==> config.mk <==
export PLATFORM = sky130hd
export DESIGN_NAME = aq_vfmau_retire_buf
export DESIGN_NICKNAME = d
export VERILOG_FILES = /design/src/rtl/aq_vfmau_retire_buf.sv
export SDC_FILE = /design/constraint.sdc
export NUM_CORES = 1
export LEC_CHECK = 0
export ABC_CLOCK_PERIOD_IN_PS = 18600
export BUFFER_PORTS_ARGS = -buffer_cell sky130_fd_sc_hd__buf_2
export CORE_ASPECT_RATIO = 0.7
export CORE_MARGIN = 10
export CORE_UTILIZATION = 60
export CTS_CLUSTER_SIZE = 16
export DETAILED_ROUTE_END_ITERATION = 7
export GPL_TIMING_DRIVEN = 0
export HOLD_SLACK_MARGIN = 0.02
export PLACE_DENSITY = 0.91
export SYNTH_ARGS = -nofsm -noshare
export SYNTH_HDL_FRONTEND = slang
export SYNTH_SLANG_ARGS = --single-unit
==> constraint.sdc <==
create_clock -name forever_cpuclk -period 18.6 [get_ports forever_cpuclk]
set_clock_uncertainty 0.2 [all_clocks]
set_input_delay 0.93 -clock forever_cpuclk [delete_from_list [all_inputs] [get_ports forever_cpuclk]]
set_output_delay 0.93 -clock forever_cpuclk [all_outputs]
set_load 0.02 [all_outputs]
==> src/rtl/aq_vfmau_retire_buf.sv <==
// ----------------------------------------------------------------------------
// aq_vfmau_retire_buf
//
// Retire buffer that sits directly behind the VFMAU pipeline control.
// Finished results arrive from three completion points: EX3 (short ops),
// EX4 (single-pass MAC / double ops) and EX5 (double MAC). They are queued
// in a small in-order circular FIFO. The FIFO presents them one per cycle to
// the VPU writeback port under a valid/ready handshake.
//
// Ports
//   forever_cpuclk          clock
//   cpurst                  asynchronous reset, active-high
//   vpu_vfmau_flush         synchronous flush, empties the buffer
//   exN_rslt_vld/data/fflags/vreg (N = 3,4,5)
//                           completion inputs from each stage
//   retire_exN_stall        stage N result not accepted this cycle
//   vfmau_vpu_wb_vld/data/fflags/vreg
//                           head-of-queue writeback outputs
//   vpu_vfmau_wb_ready      writeback port accepts the head entry
//   retire_buf_empty        no entries held
// ----------------------------------------------------------------------------
module aq_vfmau_retire_buf #(
    parameter int DEPTH       = 4,
    parameter int DATA_WIDTH  = 64,
    parameter int FFLAG_WIDTH = 5,
    parameter int VREG_WIDTH  = 5
) (
    input  logic                   forever_cpuclk,
    input  logic                   cpurst,
    input  logic                   vpu_vfmau_flush,
    input  logic                   ex3_rslt_vld,
    input  logic [DATA_WIDTH-1:0]  ex3_rslt_data,
    input  logic [FFLAG_WIDTH-1:0] ex3_rslt_fflags,
    input  logic [VREG_WIDTH-1:0]  ex3_rslt_vreg,
    input  logic                   ex4_rslt_vld,
    input  logic [DATA_WIDTH-1:0]  ex4_rslt_data,
    input  logic [FFLAG_WIDTH-1:0] ex4_rslt_fflags,
    input  logic [VREG_WIDTH-1:0]  ex4_rslt_vreg,
    input  logic                   ex5_rslt_vld,
    input  logic [DATA_WIDTH-1:0]  ex5_rslt_data,
    input  logic [FFLAG_WIDTH-1:0] ex5_rslt_fflags,
    input  logic [VREG_WIDTH-1:0]  ex5_rslt_vreg,
    output logic                   retire_ex3_stall,
    output logic                   retire_ex4_stall,
    output logic                   retire_ex5_stall,
    output logic                   vfmau_vpu_wb_vld,
    output logic [DATA_WIDTH-1:0]  vfmau_vpu_wb_data,
    output logic [FFLAG_WIDTH-1:0] vfmau_vpu_wb_fflags,
    output logic [VREG_WIDTH-1:0]  vfmau_vpu_wb_vreg,
    input  logic                   vpu_vfmau_wb_ready,
    output logic                   retire_buf_empty
);

    localparam int PTR_W = $clog2(DEPTH);
    localparam int CNT_W = PTR_W + 1;

    typedef struct packed {
        logic [DATA_WIDTH-1:0]  data;
        logic [FFLAG_WIDTH-1:0] fflags;
        logic [VREG_WIDTH-1:0]  vreg;
    } entry_t;

    entry_t             mem [DEPTH];
    logic [PTR_W-1:0]   wr_ptr;
    logic [PTR_W-1:0]   rd_ptr;
    logic [CNT_W-1:0]   cnt;
    logic [CNT_W-1:0]   free_slots;
    logic               ex5_acc;
    logic               ex4_acc;
    logic               ex3_acc;
    logic [1:0]         older_acc;
    logic [1:0]         n_acc;
    logic [PTR_W-1:0]   ex4_idx;
    logic [PTR_W-1:0]   ex3_idx;
    logic               pop;

    // Slot allocation. Free space comes from the registered count only, so a
    // same-cycle pop never makes room. The oldest stage (EX5) is served first
    // and each younger stage takes a slot only if one remains after the older
    // stages. During a flush nothing is accepted and nothing is stalled.
    always_comb begin
        free_slots = CNT_W'(DEPTH) - cnt;
        ex5_acc    = ex5_rslt_vld && !vpu_vfmau_flush && (free_slots != '0);
        ex4_acc    = ex4_rslt_vld && !vpu_vfmau_flush
                     && (free_slots > CNT_W'(ex5_acc));
        older_acc  = {1'b0, ex5_acc} + {1'b0, ex4_acc};
        ex3_acc    = ex3_rslt_vld && !vpu_vfmau_flush
                     && (free_slots > CNT_W'(older_acc));
        n_acc      = older_acc + {1'b0, ex3_acc};
        ex4_idx    = wr_ptr + PTR_W'(ex5_acc);
        ex3_idx    = wr_ptr + PTR_W'(older_acc);
    end

    assign retire_ex5_stall = ex5_rslt_vld && !ex5_acc && !vpu_vfmau_flush;
    assign retire_ex4_stall = ex4_rslt_vld && !ex4_acc && !vpu_vfmau_flush;
    assign retire_ex3_stall = ex3_rslt_vld && !ex3_acc && !vpu_vfmau_flush;

    assign pop = vfmau_vpu_wb_vld && vpu_vfmau_wb_ready;

    // Pointer and count state. A flush wins over any push or pop. A pop that
    // lands in the flush cycle is still a completed handshake for the consumer.
    always_ff @(posedge forever_cpuclk or posedge cpurst) begin
        if (cpurst) begin
            wr_ptr <= '0;
            rd_ptr <= '0;
            cnt    <= '0;
        end else if (vpu_vfmau_flush) begin
            wr_ptr <= '0;
            rd_ptr <= '0;
            cnt    <= '0;
        end else begin
            wr_ptr <= wr_ptr + PTR_W'(n_acc);
            rd_ptr <= rd_ptr + PTR_W'(pop);
            cnt    <= cnt + CNT_W'(n_acc) - CNT_W'(pop);
        end
    end

    // Payload storage is not reset. Accepted results are written to
    // consecutive slots in age order, so the three indices never collide.
    always_ff @(posedge forever_cpuclk) begin
        if (ex5_acc) mem[wr_ptr]  <= '{ex5_rslt_data, ex5_rslt_fflags, ex5_rslt_vreg};
        if (ex4_acc) mem[ex4_idx] <= '{ex4_rslt_data, ex4_rslt_fflags, ex4_rslt_vreg};
        if (ex3_acc) mem[ex3_idx] <= '{ex3_rslt_data, ex3_rslt_fflags, ex3_rslt_vreg};
    end

    // The head outputs come from registered state only, so there is no bypass.
    // They follow an asynchronous reset at once because they derive from cnt.
    assign vfmau_vpu_wb_vld    = (cnt != '0);
    assign retire_buf_empty    = (cnt == '0);
    assign vfmau_vpu_wb_data   = mem[rd_ptr].data;
    assign vfmau_vpu_wb_fflags = mem[rd_ptr].fflags;
    assign vfmau_vpu_wb_vreg   = mem[rd_ptr].vreg;

endmodule

==> flow_summary.toml <==
[sta]
setup_tns_ns = 0
post-route-period-util_pct = 33.29
setup_ws_ns = 12.41
finalHoldViolations = 0
min_period_ns = 6.193
max_freq_mhz = 161.5
slew_headroom_pct = 35.46
maxSlewViolCount = 0
rsz0062_at_grt = "false"
worstMarginPinSlew_ns = 0.9681
setup_viol = 0

[synthesis]
synth_top_family_by_area = "multiplexers"
synthMuxAreaShare_pct = 44.85
yosys_register_bits = 303
synth.top_cell.area_share_pct = 47.84
synth_xor_area_share_pct = 0.6533
synth_top_cell_by_area = "edfxtp_1"
ys_warn_count = 0
syn_avg_cell_area_um2 = 16.38
synth-simple-area-share_pct = 0.8957
ys_top_cells_by_area = "edfxtp_1 48%, mux2_2 30%, mux4_2 9.0%"
synth_compound_area_share_pct = 0.7678
synthCells = 1134
syn_area_um2 = 18580
seq_area_frac_synth_pct = 48.79
synth_adder_area_share_pct = 1.158
synth_fp_nets = 1379
synth_cell_types = 33

[placement]
dpl.hpwl_um = 35750
place_ws_ns = 12.02
place_congestion = 0.8821
port_buffers = 307
placed_area_um2 = 20800

[detailed_routing]
wl_per_cell_um = 26.67
firstDrtPassIters = 5
met1Wirelength_um = 20270
dr_wl_met3_um = 4408
ant_nets = 0
vias_per_cell = 6.169
drc = 0
via_count = 11981
wl_met2_um = 25920
routed_wl_um = 51800
topRoutingLayerUsed = "met5"
drtIter0Drc = 1065

[floorplan]
design.die.area_um2 = 38510
num_rows = 53
core_um2 = 30240
ios = 308
start_util_pct = 61.44
die_w_um = 230.3
die_y_um = 167.2

[clock_tree]
worstSkewPairLatency_ns = 0.56
post_cts_buffers = 0
root_buffer = "clkbuf_16"
cts_hold_buf = 0
clock_sinks = 303
numCtsBuffers = 31
cts.clk_slew.worst_paths_ns = 0.07
htreeDepth = 1
cts_tree = "done"
cts_repair_resize_count = 0
cts_buffer_depth = 3

[global_routing]
grt_pass1_vias = 13170
antenna_found_initial = 23
grt_pass1_wl_um = 78640
grt_start_max_net_pins = 47
grt_util_all_layers_pct = 26.19
grt_overflow = 0

[power_and_ir_drop]
vdd_drop_max_v = 0.00009305
p_leak_uw = 0.007965
powerDensity_nw_per_um2 = 135.8

[setup_path]
cp-startpoint = "cnt[0]$_DFF_PP0_"
cp-start-kind = "flip-flop"
path_class = "flip-flop to flip-flop"
arrival_ns = 6.28
reg2reg_to = "mem[3][44]$_DFFE_PP_"
worstPathRequired_ns = 18.68
worst-r2r-cell-count = 19
regToRegSetupSlack_ns = 12.41
crit_path_end_kind = "flip-flop"
worstSetupEndpoint = "mem[3][44]$_DFFE_PP_"
rr_startpoint = "cnt[0]$_DFF_PP0_"
crit_fanout = 41

[finish]
finalInstanceArea_um2 = 21740
drive_gt1_share_pct = 65.85
syn_to_final_growth_pct = 17.02
layout.nets = 1732
fillerInstances = 1909
post-route-util_pct = 71.89
register_area_um2 = 9064
multiInputGateArea_um2 = 9006

[flow_run]
drv_cap = 0

[hold_path]
hold_path.class = "input pin to async pin"

[outcome]
status = "completed"
## final cells by class
class	instances	area share (%)
sequential	303	41.69
inverter	12	0.2072
tap	412	2.371
timing repair buffer	320	7.724
antenna	19	0.2187
clock inverter	20	0.4317
clock buffer	37	3.672
buffer	82	2.256
multi-input combinational	737	41.43
## worst min path at each step
stage,end,slack (ns),cells after the start
2_1_floorplan,cnt[0]$_DFF_PP0_,0.39,2
3_3_place_gp,cnt[0]$_DFF_PP0_,0.40,2
3_5_place_dp,rd_ptr[0]$_DFF_PP0_,0.43,2
4_1_cts,cnt[0]$_DFF_PP0_,0.09,2
5_1_grt,cnt[2]$_DFF_PP0_,0.12,2
6_report,cnt[2]$_DFF_PP0_,0.11,2
## where the power goes
group | total (uW) | leakage, uW | internal, uW | switching (uW)
logic | 1310 | 0.00471 | 575 | 735
registers | 1070 | 0.00282 | 1030 | 46.5
clock network | 569 | 0.000440 | 304 | 265
## worst max-delay path, cell delays in order, from the launching register on
cell and delay [ns]:
dfrtp_1 0.36, inv_1 0.10, ha_1 0.23, ha_1 0.19, or3b_2 0.50, inv_1 0.23, ha_1 0.29, nor2_1 0.24
o21ai_0 0.24, inv_1 0.11, ha_1 0.18, inv_1 0.08, ha_1 0.31, nor2b_1 0.14, o21a_1 0.18, o2111ai_1 0.35
buf_2 0.40, buf_2 0.42, nand3_4 0.67, buf_12 0.45
## routing by layer
metal  vias up  global-route usage [%]
met2       545                   44.42
met4         8                   7.359
met1      6043                   33.10
met5         -                       0
met3        82                   6.044
li1       5303                       -
## synth_stat cells
library cell	count
mux2_2	491
edfxtp_1	296
mux2_1	101
mux4_2	74
buf_2	32
clkbuf_1	23
buf_4	16
ha_1	14
inv_1	12
buf_6	11
nor2_1	8
dfrtp_1	7
nor2b_1	7
xnor2_1	7
nand2_1	6
o2111ai_1	4
nand2b_1	3
a2111o_1	2
a2111oi_4	2
fa_1	2
nand3_1	2
nor3_1	2
o21ai_0	2
a21oi_1	1
and2b_1	1
and3b_1	1
o211ai_1	1
o21a_1	1
or2_2	1
or3b_2	1
xnor2_2	1
xnor2_4	1
xor2_2	1
## kinds of logic (layout without fill, tap and decap cells)
family	count (synthesis)	after routing
AOI/OAI and AO/OA	13	13
xor gates and xnor gates	10	10
adders and majority gates	16	16
buffers and inverters	94	471
DFF	303	303
muxes	666	666
other	0	19
and+or+nand+nor	32	32
## flip-flops by register name (all words and copies together) (netlist names)
signal	cells
wr_ptr	2
mem	296
cnt	3
rd_ptr	2
## per-stage QoR
stage               total power [uW]  hold slack [ns]  cells
floorplan                       1971           0.3852   1134
global placement                2368           0.4035   1853
detailed placement              2391           0.4263   1866
CTS                             2959          0.09081   1923
global route                    3076           0.1161   1934
finish                          2951           0.1122   1942
## placed cells by master (no fill, tap or decap), drive strengths merged, types with 2 or more instances in the layout
cell type    n
mux2       592
buf        379
edfxtp     296
mux4        74
clkbuf      60
diode       19
clkinv      19
ha          14
inv         12
xnor2        9
nor2         8
nor2b        7
dfrtp        7
nand2        6
o2111ai      4
nand2b       3
o21ai        2
a2111oi      2
a2111o       2
nor3         2
fa           2
nand3        2
Power figures use the tool's default switching activity.
